`src/rtl/iso_lane_deframer.sv`:
```
// iso_lane_deframer: receive-side framing parser for one isochronous main-link lane.
// Finds BS/SR framing, captures the replicated blanking header (VB-ID, Mvid, Maud),
// and splits the symbol stream into active pixels, fill stuffing and secondary packets.
module iso_lane_deframer #(
  parameter int HDR_FIELDS = 3
) (
  input  logic       clk,
  input  logic       rst,
  input  logic [7:0] iso_symbols,
  input  logic       iso_control_sym_flag,
  input  logic       iso_symbol_vld,
  input  logic [1:0] td_lane_count,
  output logic [7:0] pixel_data,
  output logic       pixel_vld,
  output logic [7:0] sec_data,
  output logic       sec_vld,
  output logic       sec_sop,
  output logic       sec_eop,
  output logic [7:0] vb_id,
  output logic [7:0] mvid,
  output logic [7:0] maud,
  output logic       hdr_vld,
  output logic       blank_active,
  output logic       scr_reset,
  output logic       frame_error
);

  localparam int CW = $clog2(4 * HDR_FIELDS + 1);
  localparam logic [1:0] FLD_LAST = 2'(HDR_FIELDS - 1);

  localparam logic [7:0] K_BS = 8'hBC;
  localparam logic [7:0] K_SR = 8'h1C;
  localparam logic [7:0] K_BE = 8'hFB;
  localparam logic [7:0] K_SS = 8'h5C;
  localparam logic [7:0] K_SE = 8'hFD;
  localparam logic [7:0] K_FS = 8'hFE;
  localparam logic [7:0] K_FE = 8'hF7;

  typedef enum logic [2:0] {
    S_HUNT,
    S_HDR,
    S_BLANK,
    S_SEC,
    S_ACTIVE,
    S_FILL
  } state_t;

  state_t        state_q;
  logic [CW-1:0] hdr_cnt_q;
  logic [CW-1:0] hdr_len_q;
  logic [CW-1:0] hdr_len_d;
  logic [1:0]    fld_q;
  logic          mismatch_q;
  logic          sop_pend_q;
  logic [7:0]    sh_vb_q, sh_mvid_q, sh_maud_q;
  logic [7:0]    sh_sel_d;

  logic [7:0] pixel_data_q, sec_data_q, vb_id_q, mvid_q, maud_q;
  logic       pixel_vld_q, sec_vld_q, sec_sop_q, sec_eop_q, hdr_vld_q;
  logic       blank_active_q, scr_reset_q, frame_error_q;

  logic is_k, is_frame, sym_mismatch, hdr_last;

  assign is_k     = iso_control_sym_flag;
  assign is_frame = is_k && ((iso_symbols == K_BS) || (iso_symbols == K_SR));
  assign hdr_last = (hdr_cnt_q == hdr_len_q - CW'(1));

  // Header length for the lane count presented alongside the framing symbol.
  // NOTE: every combinational output gets a default first so no latch is inferred.
  always_comb begin
    hdr_len_d = CW'(HDR_FIELDS);
    case (td_lane_count)
      2'd0:    hdr_len_d = CW'(4 * HDR_FIELDS);
      2'd1:    hdr_len_d = CW'(2 * HDR_FIELDS);
      default: hdr_len_d = CW'(HDR_FIELDS);
    endcase
  end

  // Shadow field matching the current header position, used to check later copies.
  always_comb begin
    sh_sel_d = sh_maud_q;
    case (fld_q)
      2'd0:    sh_sel_d = sh_vb_q;
      2'd1:    sh_sel_d = sh_mvid_q;
      default: sh_sel_d = sh_maud_q;
    endcase
  end

  assign sym_mismatch = (hdr_cnt_q >= CW'(HDR_FIELDS)) && (iso_symbols != sh_sel_d);

  // Framing state machine with all outputs registered one cycle after the accepted symbol.
  // NOTE: sequential state uses non-blocking assignments so every register sees pre-edge values.
  always_ff @(posedge clk) begin
    if (rst) begin
      state_q        <= S_HUNT;
      hdr_cnt_q      <= '0;
      hdr_len_q      <= CW'(HDR_FIELDS);
      fld_q          <= '0;
      mismatch_q     <= 1'b0;
      sop_pend_q     <= 1'b0;
      sh_vb_q        <= '0;
      sh_mvid_q      <= '0;
      sh_maud_q      <= '0;
      pixel_data_q   <= '0;
      pixel_vld_q    <= 1'b0;
      sec_data_q     <= '0;
      sec_vld_q      <= 1'b0;
      sec_sop_q      <= 1'b0;
      sec_eop_q      <= 1'b0;
      vb_id_q        <= '0;
      mvid_q         <= '0;
      maud_q         <= '0;
      hdr_vld_q      <= 1'b0;
      blank_active_q <= 1'b1;
      scr_reset_q    <= 1'b0;
      frame_error_q  <= 1'b0;
    end else begin
      pixel_vld_q   <= 1'b0;
      sec_vld_q     <= 1'b0;
      sec_sop_q     <= 1'b0;
      sec_eop_q     <= 1'b0;
      hdr_vld_q     <= 1'b0;
      scr_reset_q   <= 1'b0;
      frame_error_q <= 1'b0;

      if (iso_symbol_vld) begin
        if (is_frame) begin
          // BS/SR restarts header capture from any state, never an error.
          state_q        <= S_HDR;
          hdr_cnt_q      <= '0;
          fld_q          <= '0;
          mismatch_q     <= 1'b0;
          hdr_len_q      <= hdr_len_d;
          sop_pend_q     <= 1'b0;
          blank_active_q <= 1'b1;
          scr_reset_q    <= (iso_symbols == K_SR);
        end else begin
          case (state_q)
            S_HUNT: begin
              // Everything but framing is dropped silently while hunting.
            end

            S_HDR: begin
              if (is_k) begin
                frame_error_q <= 1'b1;
                state_q       <= S_HUNT;
              end else begin
                if (hdr_cnt_q < CW'(HDR_FIELDS)) begin
                  case (fld_q)
                    2'd0:    sh_vb_q   <= iso_symbols;
                    2'd1:    sh_mvid_q <= iso_symbols;
                    default: sh_maud_q <= iso_symbols;
                  endcase
                end
                if (hdr_last) begin
                  if (mismatch_q || sym_mismatch) begin
                    frame_error_q <= 1'b1;
                    state_q       <= S_HUNT;
                  end else begin
                    // The last symbol is always the Maud field and equals its shadow when consistent.
                    vb_id_q   <= sh_vb_q;
                    mvid_q    <= sh_mvid_q;
                    maud_q    <= iso_symbols;
                    hdr_vld_q <= 1'b1;
                    state_q   <= S_BLANK;
                  end
                end else begin
                  hdr_cnt_q  <= hdr_cnt_q + CW'(1);
                  fld_q      <= (fld_q == FLD_LAST) ? 2'd0 : fld_q + 2'd1;
                  mismatch_q <= mismatch_q | sym_mismatch;
                end
              end
            end

            S_BLANK: begin
              if (is_k) begin
                if (iso_symbols == K_SS) begin
                  sop_pend_q <= 1'b1;
                  state_q    <= S_SEC;
                end else if (iso_symbols == K_BE) begin
                  state_q        <= S_ACTIVE;
                  blank_active_q <= 1'b0;
                end else begin
                  frame_error_q <= 1'b1;
                  state_q       <= S_HUNT;
                end
              end
            end

            S_SEC: begin
              if (!is_k) begin
                sec_data_q <= iso_symbols;
                sec_vld_q  <= 1'b1;
                sec_sop_q  <= sop_pend_q;
                sop_pend_q <= 1'b0;
              end else if (iso_symbols == K_SE) begin
                // sop_pend still set means nothing was emitted: empty packet, no eop.
                sec_eop_q  <= ~sop_pend_q;
                sop_pend_q <= 1'b0;
                state_q    <= S_BLANK;
              end else begin
                frame_error_q <= 1'b1;
                sop_pend_q    <= 1'b0;
                state_q       <= S_HUNT;
              end
            end

            S_ACTIVE: begin
              if (!is_k) begin
                pixel_data_q <= iso_symbols;
                pixel_vld_q  <= 1'b1;
              end else if (iso_symbols == K_FS) begin
                state_q <= S_FILL;
              end else begin
                frame_error_q  <= 1'b1;
                state_q        <= S_HUNT;
                blank_active_q <= 1'b1;
              end
            end

            S_FILL: begin
              if (is_k) begin
                if (iso_symbols == K_FE) begin
                  state_q <= S_ACTIVE;
                end else begin
                  frame_error_q  <= 1'b1;
                  state_q        <= S_HUNT;
                  blank_active_q <= 1'b1;
                end
              end
            end

            default: begin
              state_q        <= S_HUNT;
              blank_active_q <= 1'b1;
            end
          endcase
        end
      end
    end
  end

  assign pixel_data   = pixel_data_q;
  assign pixel_vld    = pixel_vld_q;
  assign sec_data     = sec_data_q;
  assign sec_vld      = sec_vld_q;
  assign sec_sop      = sec_sop_q;
  assign sec_eop      = sec_eop_q;
  assign vb_id        = vb_id_q;
  assign mvid         = mvid_q;
  assign maud         = maud_q;
  assign hdr_vld      = hdr_vld_q;
  assign blank_active = blank_active_q;
  assign scr_reset    = scr_reset_q;
  assign frame_error  = frame_error_q;

endmodule

```
`config.mk`:
```
export PLATFORM = sky130hd
export DESIGN_NAME = iso_lane_deframer
export DESIGN_NICKNAME = d
export VERILOG_FILES = /design/src/rtl/iso_lane_deframer.sv
export SDC_FILE = /design/constraint.sdc
export NUM_CORES = 1
export LEC_CHECK = 0
export ABC_AREA = 0
export CORE_AREA = 2 2 109 101
export CTS_BUF_LIST = sky130_fd_sc_hd__clkbuf_2 sky130_fd_sc_hd__clkbuf_4 sky130_fd_sc_hd__clkbuf_8
export CTS_CLUSTER_SIZE = 24
export DETAILED_ROUTE_END_ITERATION = 6
export DIE_AREA = 0 0 111 103
export PLACE_DENSITY = 0.61
export REMOVE_ABC_BUFFERS = 1
export SYNTH_ARGS = -nofsm -noshare
export SYNTH_HDL_FRONTEND = slang
export SYNTH_SLANG_ARGS = --single-unit
```
`constraint.sdc`:
```
create_clock -name clk -period 2.65 [get_ports clk]
set_input_delay 0.265 -clock clk [delete_from_list [all_inputs] [get_ports clk]]
set_output_delay 0.265 -clock clk [all_outputs]
set_load 0.01 [all_outputs]
```
==> run_results.csv, run 1 <==
group,metric,value,unit
sta,fin_skew,0.00895,ns
job,drv_cap,0,
sta,worst_pin_slew,0.609,ns
global_routing,grt_max_degree,57,
setup_path,cp.arrival,3.10,ns
sta,fin_ws,-0.151,ns
layout,layout-drive-gt1-share,14.9,%
synth,ys_ff_latch,87,
sta,setup-tns-final,-3.30,ns
setup_path,worstRegToRegCells,9,
sta,slew_headroom,59.4,%
floorplanning,core,10400,um^2
synth,synth_ff_type,"dfxtp_1",
synth,async_reset_ff_share,0,%
synth,synth_xor_area_share,1.96,%
setup_path,endpoint_kind,"flip-flop",
synth,ys_seq_area_share,43.2,%
routing,vias_per_cell,5.13,
global_routing,gr-usage-all-layers,18.6,%
synth,synth_edf_count,0,
min_path,whs_path_depth,4,
clock_tree,clk_pin_slew_worst_paths,0.09,ns
global_routing,grt_pass1_vias,3383,
synth,synth_top_area_share,43.2,%
layout,fin_nets,573,
synth,synth.distinct_cells,54,
routing,wl_per_cell,14.8,um
synth,yosysWarnings,0,
setup_path,setup.worst_path.class,"flip-flop to flip-flop",
clock_tree,clk_latency,0.37,ns
clock_tree,ctsHtreeMaxLevel,3,
sta,drv_slew,0,
setup_path,required,2.95,ns
pwr,p_per_area,464,nW/um^2
clock_tree,cts_made_buffers,9,
synth,synth.area.top_cells,"dfxtp_1 (43%), mux2i_1 (16%), nand2_1 (7.2%)",
floorplanning,die_height,103,um
sta,hold_violations,0,
synth,synth-simple-area-share,22.0,%
placement,place_ws,-0.384,ns
synth,synth-compound-area-share,11.3,%
placement,gp_congestion,0.846,
placement,hpwlAfterDp,7.12,mm
clock_tree,cts-root-buf,"clkbuf_8",
sta,setup_violations,25,
clock_tree,hold_buffers,0,
global_routing,antenna_found_initial,0,
clock_tree,tritoncts,"done",
pwr,ir_drop,244,uV
sta,fin_crit_sh,106,%
floorplanning,dieArea,11400,um^2
setup_path,critPathLaunchType,"flip-flop",
synth,synth_top_family_by_area,"simple AND/OR/NAND/NOR gates",
layout,area_delta_synth_final,33.5,%
clock_tree,cts_sinks,87,
sta,fmax,0.357,GHz
global_routing,gr-total-overflow,0,
sta,holdWs,0.407,ns
synth,synthCells,459,
status,violations,"setup timing",
synth,synth_top_area_cell,"dfxtp_1",
sta,period_minus_slack,2.80,ns
floorplanning,rows,36,
routing,drtPass1Iterations,4,
floorplanning,pin_count,62,
routing,wl,10.3,mm
setup_path,crit_path_max_fanout,8,
clock_tree,cts_max_path_buffers,2,
global_routing,grt_pass1_wl,17.0,mm
pwr,leakagePower,2.03,nW
sta,rsz0062_at_grt,"true",
routing,drt_iter0_drc,244,
floorplanning,die_w,111,um
synth,syn_area,4030,um^2
min_path,hold_path.class,"input port to flip-flop",
layout,num_antenna_cells,0,
routing,drcViolationCount,0,
synth,synth_mux_area_share,16.4,%
synth,synth-adder-area-share,0.621,%
status,status,"finished with violations",
routing,ant_nets,0,
synth,syn_avg_cell_area,8.78,um^2
floorplanning,start_util,38.7,%
routing,vias,3567,
placement,io_buffers,61,
[synthesized netlist by cell type (3+ instances only)]
cell      count
dfxtp_1      87
nand2_1      77
mux2i_1      66
nor2_1       53
clkbuf_1     26
a21oi_1      16
nand3_1      13
nor2b_1      10
inv_1         8
nor3_1        8
a211oi_1      6
o21ai_0       6
o211ai_1      5
xor2_1        5
a211o_1       4
a31oi_1       4
nand4_1       4
o211a_1       4
xnor2_1       4
buf_2         3
buf_6         3
nand3b_1      3
nor4_1        3
or4_1         3
[cells by family (layout without fill, tap and decap cells)]
family	count (synthesis)	after routing
AO/OA/AOI/OAI	62	62
XOR/XNOR	9	9
adder cells (fa/ha/maj)	2	2
buffers and inverters	41	144
flip-flops	87	87
multiplexers	66	66
AND/OR/NAND/NOR	192	192
[path summary, 6_finish.rpt]
path,endpoint,slack (ns),from
max,mvid[6],-0.15,fld_q[0]
min,hdr_len_q[1],0.41,rst
max reg2reg,mvid[6],-0.15,fld_q[0]
min reg2reg,maud[2],0.46,maud[2]
[registers in the layout, summed over array words and instances, names as in the netlist, 2 cells and up]
register	flops
sec_data	8
hdr_cnt_q	4
sh_vb_q	8
pixel_data	8
vb_id	8
mvid	8
hdr_len_q	4
sh_maud_q	8
sh_mvid_q	8
state_q	3
maud	8
fld_q	2
[timing repair]
action | in CTS | in global routing
setup buffers | 1 | 2
pin swaps | 3 | 4
endpoints found under the setup margin | 26 | 26
gates cloned | 2 | 0
gates resized for setup | 10 | 5
[cell usage in the layout, fill, tap and decap left out, drive strengths merged, types with 5 or more instances in the layout]
cell / instances
inv: 11
a21oi: 16
xor2: 5
o21ai: 6
o211ai: 5
nand3: 13
clkbuf: 9
buf: 59
clkdlybuf4s50: 60
dfxtp: 87
nor3: 8
nor2b: 10
a211oi: 6
mux2i: 66
nand2: 77
nor2: 53
[per-stage QoR]
stage | instance area (um^2) | instances | utilization, % | power (mW)
2_1_floorplan | 3880 | 427 | - | 1.43
3_3_place_gp | 5060 | 674 | 48.7 | 1.55
3_5_place_dp | 5060 | 674 | 48.7 | 1.55
4_1_cts | 5340 | 693 | 51.3 | 2.53
5_1_grt | 5380 | 695 | 51.7 | 2.60
6_report | 5380 | 695 | 51.7 | 2.50
[per-layer routing]
layer | wire (um) | global-route usage (%) | share of wire (%) | vias up
met5 | 0 | 0 | 0 | -
met4 | 159 | 5.48 | 1.5 | 0
met3 | 535 | 4.12 | 5.2 | 13
met2 | 4730 | 30.6 | 46 | 90
met1 | 4880 | 24.7 | 47 | 1673
li1 | - | - | - | 1791
[power breakdown]
part	switching [mW]	internal [mW]
clock network	0.522	0.449
registers	0.00827	1.32
logic	0.115	0.0871
[layout make-up]
type | count | area [um^2]
sequential | 87 | 1740
inverter | 9 | 33.8
timing repair buffer | 119 | 1100
clock inverter | 7 | 80.1
fill | 987 | 5030
tap | 133 | 166
clock buffer | 9 | 124
multi-input combinational | 331 | 2130
[critical path, stage by stage (launching register included)]
cell       delay, ns
dfxtp_2         0.34
buf_6           0.12
mux2i_2         0.15
o211a_1         0.22
or4_4           0.51
or4_4           0.55
a2111oi_4       0.32
buf_6           0.20
buf_12          0.15
mux2i_1         0.18
No activity file was read; power rests on OpenSTA's default activity.
==> run 2: changes to the inputs <==
--- a/config.mk
+++ b/config.mk
@@ -11,7 +11,7 @@
 export CTS_CLUSTER_SIZE = 24
 export DETAILED_ROUTE_END_ITERATION = 6
 export DIE_AREA = 0 0 111 103
-export PLACE_DENSITY = 0.61
+export PLACE_DENSITY = 0.69
 export REMOVE_ABC_BUFFERS = 1
 export SYNTH_ARGS = -nofsm -noshare
 export SYNTH_HDL_FRONTEND = slang
==> run 2 against run 1 <==
  * The run still ends with setup timing left
  * Power decreased by 4.0%
  * Clock power decreased by 10%
  * Die area unchanged
  * Critical path depth unchanged
  * Clock skew increased by 0.0058 ns
  * Via count decreased by 0.62%
  * Wire length increased by 1.2%
  * First-iteration DRC count decreased by 32%
  * Combinational power about the same
  * Critical endpoint is now mvid[1]
==> run_results.csv, run 2 (synthesis results as in run 1) <==
group,metric,value,unit
sta,drv_slew,0,
floorplanning,die_height,103,um
global_routing,gr-total-overflow,0,
sta,slew_headroom,60.1,%
pwr,internal_power,1.78,mW
clock_tree,tritoncts,"done",
sta,setup-tns-final,-4.15,ns
pwr,sw_frac_of_total,25.6,%
routing,wl_per_cell,15.2,um
global_routing,grt_pass1_wl,16.5,mm
pwr,comb_power_share,8.3,%
global_routing,gr-usage-all-layers,17.9,%
floorplanning,dieArea,11400,um^2
clock_tree,ctsHtreeMaxLevel,3,
sta,fin_skew,0.0148,ns
pwr,finalPower,2.40,mW
layout,utilization,51.2,%
routing,drcViolationCount,0,
sta,fmax,0.351,GHz
global_routing,antenna_found_initial,0,
routing,wl,10.4,mm
setup_path,crit_family,"simple AND/OR/NAND/NOR gates",
clock_tree,cts-root-buf,"clkbuf_8",
floorplanning,start_util,38.7,%
routing,vias,3545,
routing,drtPass1Iterations,5,
global_routing,grt_pass1_vias,3399,
layout,layout-drive-gt1-share,14.8,%
setup_path,endpoint_kind,"flip-flop",
pwr,power_frac_clock,36.4,%
sta,fin_crit_sh,107,%
layout,area_delta_synth_final,32.2,%
layout,finalNonFillerCells,688,
pwr,switchingPower,0.613,mW
floorplanning,core,10400,um^2
routing,ant_nets,0,
status,violations,"setup timing",
setup_path,crit_slowest_cell,"or4_4",
floorplanning,die_w,111,um
sta,period_minus_slack,2.85,ns
layout,num_antenna_cells,0,
placement,hpwlAfterDp,7.25,mm
setup_path,setup.worst_path.class,"flip-flop to flip-flop",
clock_tree,cts_max_path_buffers,2,
placement,placed_area,5020,um^2
sta,fin_ws,-0.196,ns
placement,place_ws,-0.317,ns
setup_path,required,2.93,ns
sta,hold_violations,0,
pwr,pwr-share-seq,55.2,%
placement,io_buffers,61,
sta,holdWs,0.357,ns
pwr,ir_drop,258,uV
layout,final_common_cell,"dfxtp_1",
layout,layout_common_cells,"dfxtp_1 (85), nand2_1 (77), mux2i_1 (62)",
floorplanning,pin_count,62,
sta,worst_pin_slew,0.598,ns
job,drv_cap,0,
clock_tree,clk_pin_slew_worst_paths,0.09,ns
placement,dpl.cell_count,667,
layout,fin_area,5330,um^2
sta,setup_violations,26,
setup_path,cp.arrival,3.13,ns
setup_path,critPathLaunchType,"flip-flop",
clock_tree,cts_sinks,87,
clock_tree,hold_buffers,0,
layout,fin_nets,566,
pwr,leakagePower,1.99,nW
clock_tree,cts_made_buffers,9,
setup_path,crit_path_max_fanout,5,
status,status,"finished with violations",
floorplanning,rows,36,
sta,rsz0062_at_grt,"true",
pwr,p_per_area,450,nW/um^2
setup_path,crit_chain,"buf_4 > mux2i_2 > o211a_1 > or4_4 > or4_4 > a2111oi_4 > buf_4 > clkbuf_16 > mux2i_1",
global_routing,grt_max_degree,57,
setup_path,crit_buf_inv,3,
routing,vias_per_cell,5.15,
setup_path,cp_slowest_stage_delay,0.54,ns
placement,gp_congestion,0.844,
min_path,hold_path.class,"input port to flip-flop",
routing,drt_iter0_drc,167,
clock_tree,clk_latency,0.36,ns
-- run 2: routing by layer --
layer / routed length (um) / vias up / track usage (%)
li1: - / 1778 / -
met1: 5020 / 1671 / 23.8
met2: 4680 / 83 / 29.0
met3: 570 / 13 / 3.82
met4: 162 / 0 / 6.54
met5: 0 / - / 0
-- run 2: area by class of cell --
| cell class | instances | area [um^2] |
|---|---|---|
| fill | 959 | 5080 |
| multi-input combinational | 331 | 2150 |
| sequential | 87 | 1740 |
| timing repair buffer | 112 | 1040 |
| tap | 133 | 166 |
| clock buffer | 11 | 145 |
| clock inverter | 5 | 41.3 |
| inverter | 9 | 37.5 |
-- run 2: worst reg2reg max path: stages (launching register included) --
cell	delay (ns)
dfxtp_2	0.35
buf_4	0.13
mux2i_2	0.15
o211a_1	0.21
or4_4	0.50
or4_4	0.54
a2111oi_4	0.33
buf_4	0.22
clkbuf_16	0.16
mux2i_1	0.17
-- run 2: worst paths after layout --
| kind | to | slack, ns | start | depth (start not counted) |
|---|---|---|---|---|
| worst max register to register | mvid[1] | -0.20 | fld_q[0] | 9 |
| worst min-delay path | hdr_len_q[1] | 0.36 | rst | 3 |
| worst min register to register | mvid[2] | 0.46 | mvid[2] | 2 |
| worst max-delay path | mvid[1] | -0.20 | fld_q[0] | 9 |
-- run 2: repair_timing --
item                                    in CTS  in global routing
pin swaps                                    2                  0
gates resized for setup                      9                  5
hold endpoints to repair                     0                  0
endpoints found under the setup margin      26                 26
buffers inserted                             1                  2
cloned                                       1                  1
-- run 2: power groups by stage --
stage / sequential [mW] / combinational, mW / clock, mW
finish: 1.32 / 0.199 / 0.873
global route: 1.33 / 0.215 / 0.946
CTS: 1.32 / 0.197 / 0.890
detailed placement: 1.35 / 0.192 / 0
global placement: 1.35 / 0.189 / 0
floorplan: 1.36 / 0.0717 / 0
==> run 3: changes to the inputs <==
==> constraint.sdc (replaced) <==
create_clock -name clk -period 2.65 [get_ports clk]
set_input_delay 0.795 -clock clk [delete_from_list [all_inputs] [get_ports clk]]
set_output_delay 0.795 -clock clk [all_outputs]
set_load 0.01 [all_outputs]
==> run 3 against run 2 <==
  * The flow still finishes with violations (setup timing)
  * Power is 5.6% higher
  * Via count is 2.4% higher
  * Clock skew is 0.0047 ns higher
  * Critical path type unchanged
  * Largest cell class unchanged
  * Largest power group unchanged
==> run_results.csv, run 3 (synthesis results as in run 1) <==
group,metric,value,unit
status,status,"finished with violations",
global_routing,gr-usage-all-layers,20.0,%
min_path,worstHoldEndpoint,"mvid[3]",
clock_tree,tritoncts,"done",
clock_tree,hold_buffers,0,
sta,fin_ws,-0.242,ns
clock_tree,clk_pin_slew_worst_paths,0.11,ns
routing,wl,11.0,mm
clock_tree,cts_max_path_buffers,2,
floorplanning,pin_count,62,
routing,drt_iter0_drc,160,
layout,fin_nets,585,
clock_tree,clk_latency,0.38,ns
layout,num_antenna_cells,0,
routing,vias,3629,
clock_tree,cts_sinks,87,
setup_path,crit_family,"simple AND/OR/NAND/NOR gates",
sta,worst_pin_slew,0.618,ns
setup_path,rrSetupSlack,-0.24,ns
sta,fin_skew,0.0195,ns
sta,setup_violations,25,
sta,fin_crit_sh,109,%
setup_path,endpoint_kind,"flip-flop",
sta,drv_slew,0,
setup_path,crit_chain,"buf_6 > mux2i_2 > o211a_1 > or4_1 > or4_4 > a2111oi_4 > buf_4 > buf_8 > mux2i_1",
global_routing,grt_pass1_wl,18.2,mm
pwr,leakagePower,2.13,nW
placement,hpwlAfterDp,7.70,mm
placement,io_buffers,61,
placement,placed_area,5160,um^2
floorplanning,core,10400,um^2
setup_path,critPathLaunchType,"flip-flop",
sta,slew_headroom,58.8,%
min_path,hold_start,"mvid[3]",
layout,fin_area,5510,um^2
sta,period_minus_slack,2.89,ns
job,drv_cap,0,
layout,layout-drive-gt1-share,17.6,%
floorplanning,start_util,38.7,%
clock_tree,cts-root-buf,"clkbuf_8",
layout,final_common_cell,"dfxtp_1",
layout,finalNonFillerCells,707,
routing,drcViolationCount,0,
sta,rsz0062_at_grt,"true",
layout,area_delta_synth_final,36.8,%
sta,fmax,0.346,GHz
setup_path,worstRegToRegCells,9,
floorplanning,dieArea,11400,um^2
pwr,ir_drop,341,uV
floorplanning,die_w,111,um
setup_path,cp.arrival,3.19,ns
routing,vias_per_cell,5.13,
placement,place_ws,-0.918,ns
layout,nFillCells,936,
min_path,whs_path_depth,2,
floorplanning,rows,36,
routing,wl_per_cell,15.5,um
setup_path,crit_buf_inv,3,
setup_path,setup.worst_path.class,"flip-flop to flip-flop",
min_path,hold_path.class,"flip-flop to flip-flop",
sta,hold_violations,0,
global_routing,antenna_found_initial,0,
clock_tree,ctsHtreeMaxLevel,3,
setup_path,cp_slowest_stage_delay,0.52,ns
global_routing,grt_max_degree,57,
setup_path,crit_slowest_cell,"or4_4",
global_routing,grt_pass1_vias,3622,
setup_path,rr_endpoint,"vb_id[2]",
global_routing,gr-total-overflow,0,
status,violations,"setup timing",
routing,ant_nets,0,
routing,drtPass1Iterations,4,
setup_path,crit_path_max_fanout,7,
setup_path,required,2.95,ns
sta,holdWs,0.463,ns
setup_path,reg2reg_from,"fld_q[0]",
placement,gp_congestion,0.826,
clock_tree,cts_made_buffers,9,
sta,setup-tns-final,-5.01,ns
floorplanning,die_height,103,um
pwr,p_per_area,459,nW/um^2
layout,layout_common_cells,"dfxtp_1 (85), nand2_1 (77), mux2i_1 (63)",
placement,dpl.cell_count,685,
## run 3: changes by cell type in the layout (fill, tap and decap cells not counted), moves of 2 or more
cell and delta:
buf_4 +13, buf_6 +5, buf_8 +2, clkbuf_16 -2
clkdlybuf4s50_1 -8, clkinv_4 -2, dfxtp_2 -2, dfxtp_4 +2
dlygate4sd2_1 +6, dlymetal6s2s_1 +2, inv_8 +2, mux2i_2 -3
mux2i_4 +2
## run 3: cell type report
cell class	count	area (um^2)	area share [%]
sequential	87	1750	31.7
multi-input combinational	331	2160	39.1
clock buffer	9	124	2.25
tap	133	166	3.02
inverter	9	37.5	0.681
clock inverter	7	85.1	1.54
timing repair buffer	131	1190	21.7
## run 3: what timing repair did
action | CTS | global route
resized for setup | 25 | 10
hold endpoints to repair | 0 | 0
cloned | 2 | 0
buffers inserted | 3 | 1
pin swaps | 2 | 1
setup endpoints to repair | 28 | 30
## run 3: layer usage
metal  global-route usage [%]  vias to the layer above  wire, um
li1                         -                     1812         -
met1                     26.7                     1721      4960
met2                     33.1                       88      5250
met3                     3.23                        8       651
met4                     7.69                        0       123
met5                        0                        -         0
## run 3: worst max-delay path by stage
| stage | from | endpoint | cells past startpoint |
|---|---|---|---|
| final | fld_q[0] | vb_id[2] | 9 |
| after global routing | fld_q[0] | maud[4] | 10 |
| after CTS | fld_q[0] | vb_id[2] | 9 |
| after floorplan | fld_q[1] | maud[0] | 6 |
| after detailed placement | iso_symbols[4] | vb_id[2] | 7 |
| after global placement | iso_symbols[4] | mvid[6] | 7 |
## run 3: stage by stage
stage / total power [mW] / util, %
6_report: 2.53 / 53.0
5_1_grt: 2.62 / 53.0
4_1_cts: 2.55 / 52.5
3_5_place_dp: 1.56 / 49.6
3_3_place_gp: 1.56 / 49.6
2_1_floorplan: 1.43 / -
## run 3: tightest hold or removal path, delay by kind of cell, from the launching register on
family | cells | cell delay, ns
flip-flops | 1 | 0.32
AND/OR/NAND/NOR | 1 | 0.05
multiplexers | 1 | 0.05
## run 3: power by group
part | internal (mW) | switching (mW)
combinational | 0.0936 | 0.119
clock | 0.455 | 0.540
sequential | 1.31 | 0.00923
total | 1.86 | 0.668
